===== src/rtl/sync_long_window_ctrl.sv =====
// Long-preamble timing controller: runs the peak-search window, turns the peak index
// into the first data-symbol boundary, then forwards FFT_LEN-sample windows and drops each CP.
module sync_long_window_ctrl #(
    parameter int GP_COUNTER_WIDTH = 8,
    parameter int SEARCH_LEN       = 96,
    parameter int FFT_LEN          = 64,
    parameter int CP_LEN           = 16,
    parameter int CORR_LAT         = 0,
    parameter int DATA_W           = 16
) (
    input  logic                        CLK,
    input  logic                        s_RST,
    input  logic                        enable,
    input  logic [7:0]                  n_sym,
    input  logic                        in_strobe,
    input  logic [DATA_W-1:0]           in_I,
    input  logic [DATA_W-1:0]           in_Q,
    output logic [GP_COUNTER_WIDTH-1:0] Counter_Val,
    output logic                        search_active,
    input  logic [GP_COUNTER_WIDTH-1:0] peak_Index,
    output logic [DATA_W-1:0]           out_I,
    output logic [DATA_W-1:0]           out_Q,
    output logic                        out_strobe,
    output logic                        symbol_start,
    output logic [5:0]                  sample_idx,
    output logic [7:0]                  sym_count,
    output logic                        sync_fail,
    output logic                        busy
);
    localparam int SW      = GP_COUNTER_WIDTH + 1;
    localparam int TW      = GP_COUNTER_WIDTH + 2;
    localparam int CNT_MAX = (FFT_LEN > CP_LEN + 1) ? FFT_LEN : CP_LEN + 1;
    localparam int CNT_W   = $clog2(CNT_MAX);
    localparam logic [CNT_W-1:0] LAST_IDX = CNT_W'(FFT_LEN - 1);
    localparam logic [CNT_W-1:0] CP_LAST  = CNT_W'(CP_LEN);
    localparam logic [SW-1:0]    S_MAX    = '1;
    localparam logic [SW-1:0]    S_END    = SW'(SEARCH_LEN);
    localparam logic [SW-1:0]    LAT_S    = SW'(CORR_LAT);
    localparam logic [TW-1:0]    LAT_T    = TW'(CORR_LAT);
    localparam logic [TW-1:0]    TGT_OFS  = TW'(FFT_LEN + 1 + CP_LEN);

    typedef enum logic [2:0] {IDLE, SEARCH, LATCH, WAIT_START, WINDOW, GUARD, DONE, FAIL} state_t;

    state_t                      state_q, state_d;
    logic [SW-1:0]               s_q, s_d, s_inc;
    logic [TW-1:0]               tgt_q, tgt_d, tgt_calc;
    logic [SW-1:0]               lat_diff;
    logic [7:0]                  nsym_q, nsym_d, sym_q, sym_d, sym_inc;
    logic [CNT_W-1:0]            cnt_q, cnt_d, fwd_idx;
    logic [GP_COUNTER_WIDTH-1:0] cval_q, cval_d;
    logic [DATA_W-1:0]           oi_q, oi_d, oq_q, oq_d;
    logic                        ostb_q, ostb_d, sst_q, sst_d;
    logic [5:0]                  idx_q, idx_d;
    logic                        fwd, win_end, last_sym, latch_fail;

    // Peak index minus correlator latency; a borrow means the peak sits before the window.
    assign lat_diff   = {1'b0, peak_Index} - LAT_S;
    assign tgt_calc   = TW'(peak_Index) + TGT_OFS - LAT_T;
    assign s_inc      = (s_q == S_MAX) ? s_q : s_q + 1'b1;
    assign sym_inc    = sym_q + 8'd1;
    assign last_sym   = (nsym_q != 8'd0) && (sym_inc == nsym_q);
    assign latch_fail = lat_diff[SW-1] || (tgt_calc < TW'(s_d));

    always_ff @(posedge CLK) begin
        if (s_RST) state_q <= IDLE;
        else       state_q <= state_d;
    end

    always_comb begin
        state_d = state_q;
        case (state_q)
            IDLE:       state_d = SEARCH;
            SEARCH:     if (s_d == S_END) state_d = LATCH;
            LATCH:      state_d = latch_fail ? FAIL : WAIT_START;
            WAIT_START, WINDOW, GUARD:
                if (fwd) state_d = !win_end ? WINDOW : (last_sym ? DONE : GUARD);
            default:    state_d = state_q;
        endcase
        if (!enable) state_d = IDLE;
    end

    always_comb begin
        search_active = (state_q == SEARCH) || (state_q == LATCH);
        busy          = (state_q != IDLE);
        sync_fail     = (state_q == FAIL);
    end

    always_comb begin
        s_d     = s_q;
        tgt_d   = tgt_q;
        nsym_d  = nsym_q;
        sym_d   = sym_q;
        cnt_d   = cnt_q;
        cval_d  = cval_q;
        oi_d    = oi_q;
        oq_d    = oq_q;
        idx_d   = idx_q;
        ostb_d  = 1'b0;
        sst_d   = 1'b0;
        fwd     = 1'b0;
        fwd_idx = cnt_q;
        win_end = 1'b0;
        case (state_q)
            SEARCH: if (in_strobe) begin
                s_d    = s_inc;
                cval_d = GP_COUNTER_WIDTH'(s_q);
            end
            LATCH: begin
                if (in_strobe) s_d = s_inc;
                tgt_d  = tgt_calc;
                nsym_d = n_sym;
            end
            WAIT_START: if (in_strobe) begin
                s_d = s_inc;
                if (TW'(s_q) == tgt_q) begin
                    fwd     = 1'b1;
                    fwd_idx = '0;
                end
            end
            WINDOW: fwd = in_strobe;
            GUARD: if (in_strobe) begin
                if (cnt_q == CP_LAST) begin
                    fwd     = 1'b1;
                    fwd_idx = '0;
                end else begin
                    cnt_d = cnt_q + 1'b1;
                end
            end
            default: ;
        endcase
        // Window position counter doubles as the CP discard counter in GUARD.
        if (fwd) begin
            ostb_d = 1'b1;
            sst_d  = (fwd_idx == '0);
            idx_d  = 6'(fwd_idx);
            oi_d   = in_I;
            oq_d   = in_Q;
            cnt_d  = fwd_idx + 1'b1;
            if (fwd_idx == LAST_IDX) begin
                win_end = 1'b1;
                cnt_d   = '0;
                sym_d   = sym_inc;
            end
        end
        if (!enable) begin
            s_d    = '0;
            tgt_d  = '0;
            nsym_d = '0;
            sym_d  = '0;
            cnt_d  = '0;
            cval_d = '0;
            oi_d   = '0;
            oq_d   = '0;
            idx_d  = '0;
            ostb_d = 1'b0;
            sst_d  = 1'b0;
        end
    end

    always_ff @(posedge CLK) begin
        if (s_RST) begin
            s_q    <= '0;
            tgt_q  <= '0;
            nsym_q <= '0;
            sym_q  <= '0;
            cnt_q  <= '0;
            cval_q <= '0;
            oi_q   <= '0;
            oq_q   <= '0;
            idx_q  <= '0;
            ostb_q <= 1'b0;
            sst_q  <= 1'b0;
        end else begin
            s_q    <= s_d;
            tgt_q  <= tgt_d;
            nsym_q <= nsym_d;
            sym_q  <= sym_d;
            cnt_q  <= cnt_d;
            cval_q <= cval_d;
            oi_q   <= oi_d;
            oq_q   <= oq_d;
            idx_q  <= idx_d;
            ostb_q <= ostb_d;
            sst_q  <= sst_d;
        end
    end

    assign Counter_Val  = cval_q;
    assign out_I        = oi_q;
    assign out_Q        = oq_q;
    assign out_strobe   = ostb_q;
    assign symbol_start = sst_q;
    assign sample_idx   = idx_q;
    assign sym_count    = sym_q;
endmodule


===== config.mk =====
export PLATFORM = sky130hd
export DESIGN_NAME = sync_long_window_ctrl
export DESIGN_NICKNAME = d
export VERILOG_FILES = /design/src/rtl/sync_long_window_ctrl.sv
export SDC_FILE = /design/constraint.sdc
export NUM_CORES = 1
export LEC_CHECK = 0
export ABC_AREA = 1
export ABC_CLOCK_PERIOD_IN_PS = 2740
export BUFFER_PORTS_ARGS = -buffer_cell sky130_fd_sc_hd__buf_2
export CAP_MARGIN = 30
export CORE_MARGIN = 1.5
export CORE_UTILIZATION = 54
export DETAILED_ROUTE_END_ITERATION = 10
export GPL_TIMING_DRIVEN = 0
export PLACE_DENSITY = 0.8
export SLEW_MARGIN = 10
export SYNTH_ARGS = -nofsm -noshare
export SYNTH_HDL_FRONTEND = slang
export SYNTH_SLANG_ARGS = --single-unit

===== constraint.sdc =====
create_clock -name CLK -period 2.74 [get_ports CLK]
set_clock_uncertainty 0.15 [all_clocks]
set_input_delay 0.137 -clock CLK [delete_from_list [all_inputs] [get_ports CLK]]
set_output_delay 0.137 -clock CLK [all_outputs]
set_load 0.1 [all_outputs]

==> flow_summary.ini <==
[run_status]
status = complete, no violations

[detailed_routing]
drc = 0
drt_first_pass_iters = 5
vias = 5099
drt_iter0_drc = 316
viasPerCell = 5.306
ant_nets = 0
routedWlPerCell_um = 14.36
wl_mm = 13.80

[cts]
clk-insertion-delay-late_ns = 0.37
htreeDepth = 3
clockBufferDepth = 2
cts.sinks = 91
cts_buffers = 9
tritoncts = done
clk_pin_slew_worst_paths_ns = 0.09
cts_root_buffer = clkbuf_8

[setup_path]
critPathMaxFanout = 8
crit_path_cell_trace = buf_4 > nor2_2 > nor2_2 > nand2_1 > nand2_1 > a21oi_2 > inv_1 > ha_1 > nand2_1 > inv_1 > o21ai_1 > nand2_1 > a21oi_2 > nand3_2 > nand2_1 > nand3_1 > a21oi_1
worst_path_most_repeated_cell = nand2_1
start_kind = flip-flop
crit_path_end_kind = flip-flop
cp.required_ns = 2.88
r2r_end = state_q[2]
criticalPathCategory = flip-flop to flip-flop
r2r_start = state_q[1]
slowest_stage = dfxtp_1
arrival_ns = 2.70
slowest_delay_ns = 0.31
reg2reg_slack_ns = 0.18
reg2reg_depth = 17

[sta]
max_freq_mhz = 389.9
hold_ws_ns = 0.01179
setup_viol = 0
maxSlewHeadroom_pct = 52.82
timing.final.crit_share_pct = 93.59
tightest_slew_ns = 0.7078
hold_viol = 0
slew_viol_final = 0
min_period_ns = 2.564

[place]
io_buffers = 108
place.gp.congestion = 0.9106
dpl.hpwl_mm = 9.347
place_area_um2 = 5354
dp.cells = 892

[synth]
syn-mean-instance-area_um2 = 6.895
ys_ff_latch = 91
ys_warn_count = 0
yosysSeqAreaShare_pct = 38.91
synthFlopType = dfxtp_1
synth_top_area_share_pct = 38.91
ys_top_cells_by_area = dfxtp_1, nor2_1, nand2_1, inv_1, a21oi_1
syn_area_um2 = 4682
yosysTopAreaCell = dfxtp_1
async_flop_share_pct = 0
synth_edf_count = 0
mappedNetlistNets = 746
synth.distinct_cells = 33
synthCells = 679

[die]
num_rows = 33
ios = 111
core_um2 = 8299
die_h_um = 96.12
die-area_um2 = 9238
start_util_pct = 56.41
die_x_um = 96.12

[global_route]
grt-ovfl-total = 0
grt_usage_pct = 29.95
grt_antenna_before_repair = 0
grt_pass1_vias = 4687
grt_max_degree = 17
grt_pass1_wl_mm = 21.29

[pwr]
peakVddDrop_mv = 0.3061
p_per_area_nw_per_um2 = 447.6
totalPowerFinal_uw = 2753
power_leakage_uw = 0.003012

[final_layout]
insertedDiodeCount = 0
syn2layout_area_growth_pct = 31.35
fin_cells = 961
n_fill_cell = 638
final_cell_area_um2 = 6150
nets = 918
drive_gt1_share_pct = 21.73

[hold_path]
min_path_cells = 4
hp-start = peak_Index[7]
whs_endpoint = tgt_q[7]
hold_path.class = input port to flip-flop

[flow_run]
maxCapViolCount = 0
==> critical path: cells and delay by family, from the launching register on <==
kind	cells	cell delay (ns)
flip-flops	1	0.31
AO/OA/AOI/OAI	4	0.55
buffers and inverters	3	0.28
adder cells (fa/ha/maj)	1	0.29
AND/OR/NAND/NOR	9	0.91
==> final cells by class <==
type | count | area [µm²] | area share (%)
Multi-Input combinational cell | 480 | 2470 | 40.16
Sequential cell | 91 | 1833 | 29.81
Timing Repair Buffer | 161 | 1049 | 17.05
Inverter | 77 | 289.0 | 4.700
Buffer | 31 | 167.7 | 2.726
Clock buffer | 10 | 137.6 | 2.238
Tap cell | 105 | 131.4 | 2.136
Clock inverter | 6 | 72.57 | 1.180
==> sequential cells by signal (all words and copies together) (netlist names) <==
register	cells
sym_count	8
cnt_q	6
out_Q	16
sample_idx	6
tgt_q	9
symbol_start	1
s_q	9
out_I	16
state_q	3
out_strobe	1
Counter_Val	8
nsym_q	8
==> synth_stat cells, types with 2 or more instances <==
library cell	n
nand3_1	38
nand2_1	103
dfxtp_1	91
nand4_1	10
o211ai_1	3
o21ai_1	44
buf_2	6
a21oi_1	45
nor2_1	126
ha_1	15
nand3b_1	2
o21ai_0	43
nor3_1	7
inv_1	68
nand3_2	3
buf_6	3
xnor2_1	10
nor2_2	4
xor2_1	12
clkbuf_1	18
buf_4	4
inv_2	9
nand2_2	5
==> logic make-up after synthesis <==
logic type,Yosys count,synth area share [%]
buffers and inverters,108,9.620
XOR/XNOR,22,4.115
adder cells (fa/ha/maj),15,4.009
AND/OR/NAND/NOR,303,27.87
AO/OA/AOI/OAI,140,15.47
flip-flops,91,38.91
==> worst max-delay path by stage <==
| stage | startpoint | to | slack [ns] | cells after the start |
|---|---|---|---|---|
| after floorplan | sym_count[0] | state_q[1] | 0.15 | 12 |
| after global placement | s_q[0] | state_q[2] | -0.0003 | 17 |
| after detailed placement | s_q[0] | state_q[2] | -0.08 | 17 |
| after CTS | s_q[0] | state_q[2] | 0.0009 | 17 |
| after global routing | s_q[0] | state_q[2] | -0.04 | 18 |
| final | state_q[1] | state_q[2] | 0.18 | 17 |
==> power breakdown <==
| part | total (µW) | internal (µW) | switching (µW) |
|---|---|---|---|
| Combinational | 434 | 157 | 277 |
| Clock | 966 | 458 | 508 |
| Sequential | 1350 | 1340 | 14.4 |
| Total | 2750 | 1950 | 799 |
==> cells in the final DEF, fill, tap and decap left out, types with 2 or more instances in the layout <==
master	count
xor2_1	12
dfxtp_2	3
dfxtp_1	86
nor3_1	7
o211ai_1	3
inv_2	9
buf_2	113
nand3_2	8
clkbuf_1	18
nor2_2	5
inv_1	68
dlygate4sd3_1	45
nand3_1	33
dfxtp_4	2
buf_4	11
xnor2_1	10
nor2_1	125
nand2_2	5
o21ai_0	41
ha_4	2
ha_1	13
a21oi_1	43
buf_6	4
o21ai_1	46
clkbuf_8	10
nand2_1	103
clkinv_4	2
nand4_1	10
nand3b_1	2
a21oi_2	2
==> layer usage <==
layer	global-route usage [%]	up-vias	routed length, µm
met4	10.54	0	284
met2	51.35	213	6682
met5	0	-	0
met3	5.213	27	1023
li1	-	2536	-
met1	37.65	2323	5807
==> metrics by stage <==
stage / setup slack [ns] / TNS, ns / util, %
finish: 0.1755 / 0 / 74.10
global route: -0.03800 / -0.03800 / 74.10
CTS: 0.0008549 / 0 / 72.53
detailed placement: -0.07992 / -0.07992 / 64.51
global placement: -0.0002911 / -0.0002911 / 64.51
floorplan: 0.1538 / 0 / -
==> what timing repair did <==
item | in CTS | in global routing
pin swaps | 0 | 10
hold buffers | 45 | 0
resized for setup | 3 | 20
endpoints found under the setup margin | 1 | 3
hold endpoints to repair | 50 | 0
buffers inserted | 0 | 8
No activity file was read; power rests on OpenSTA's default activity.
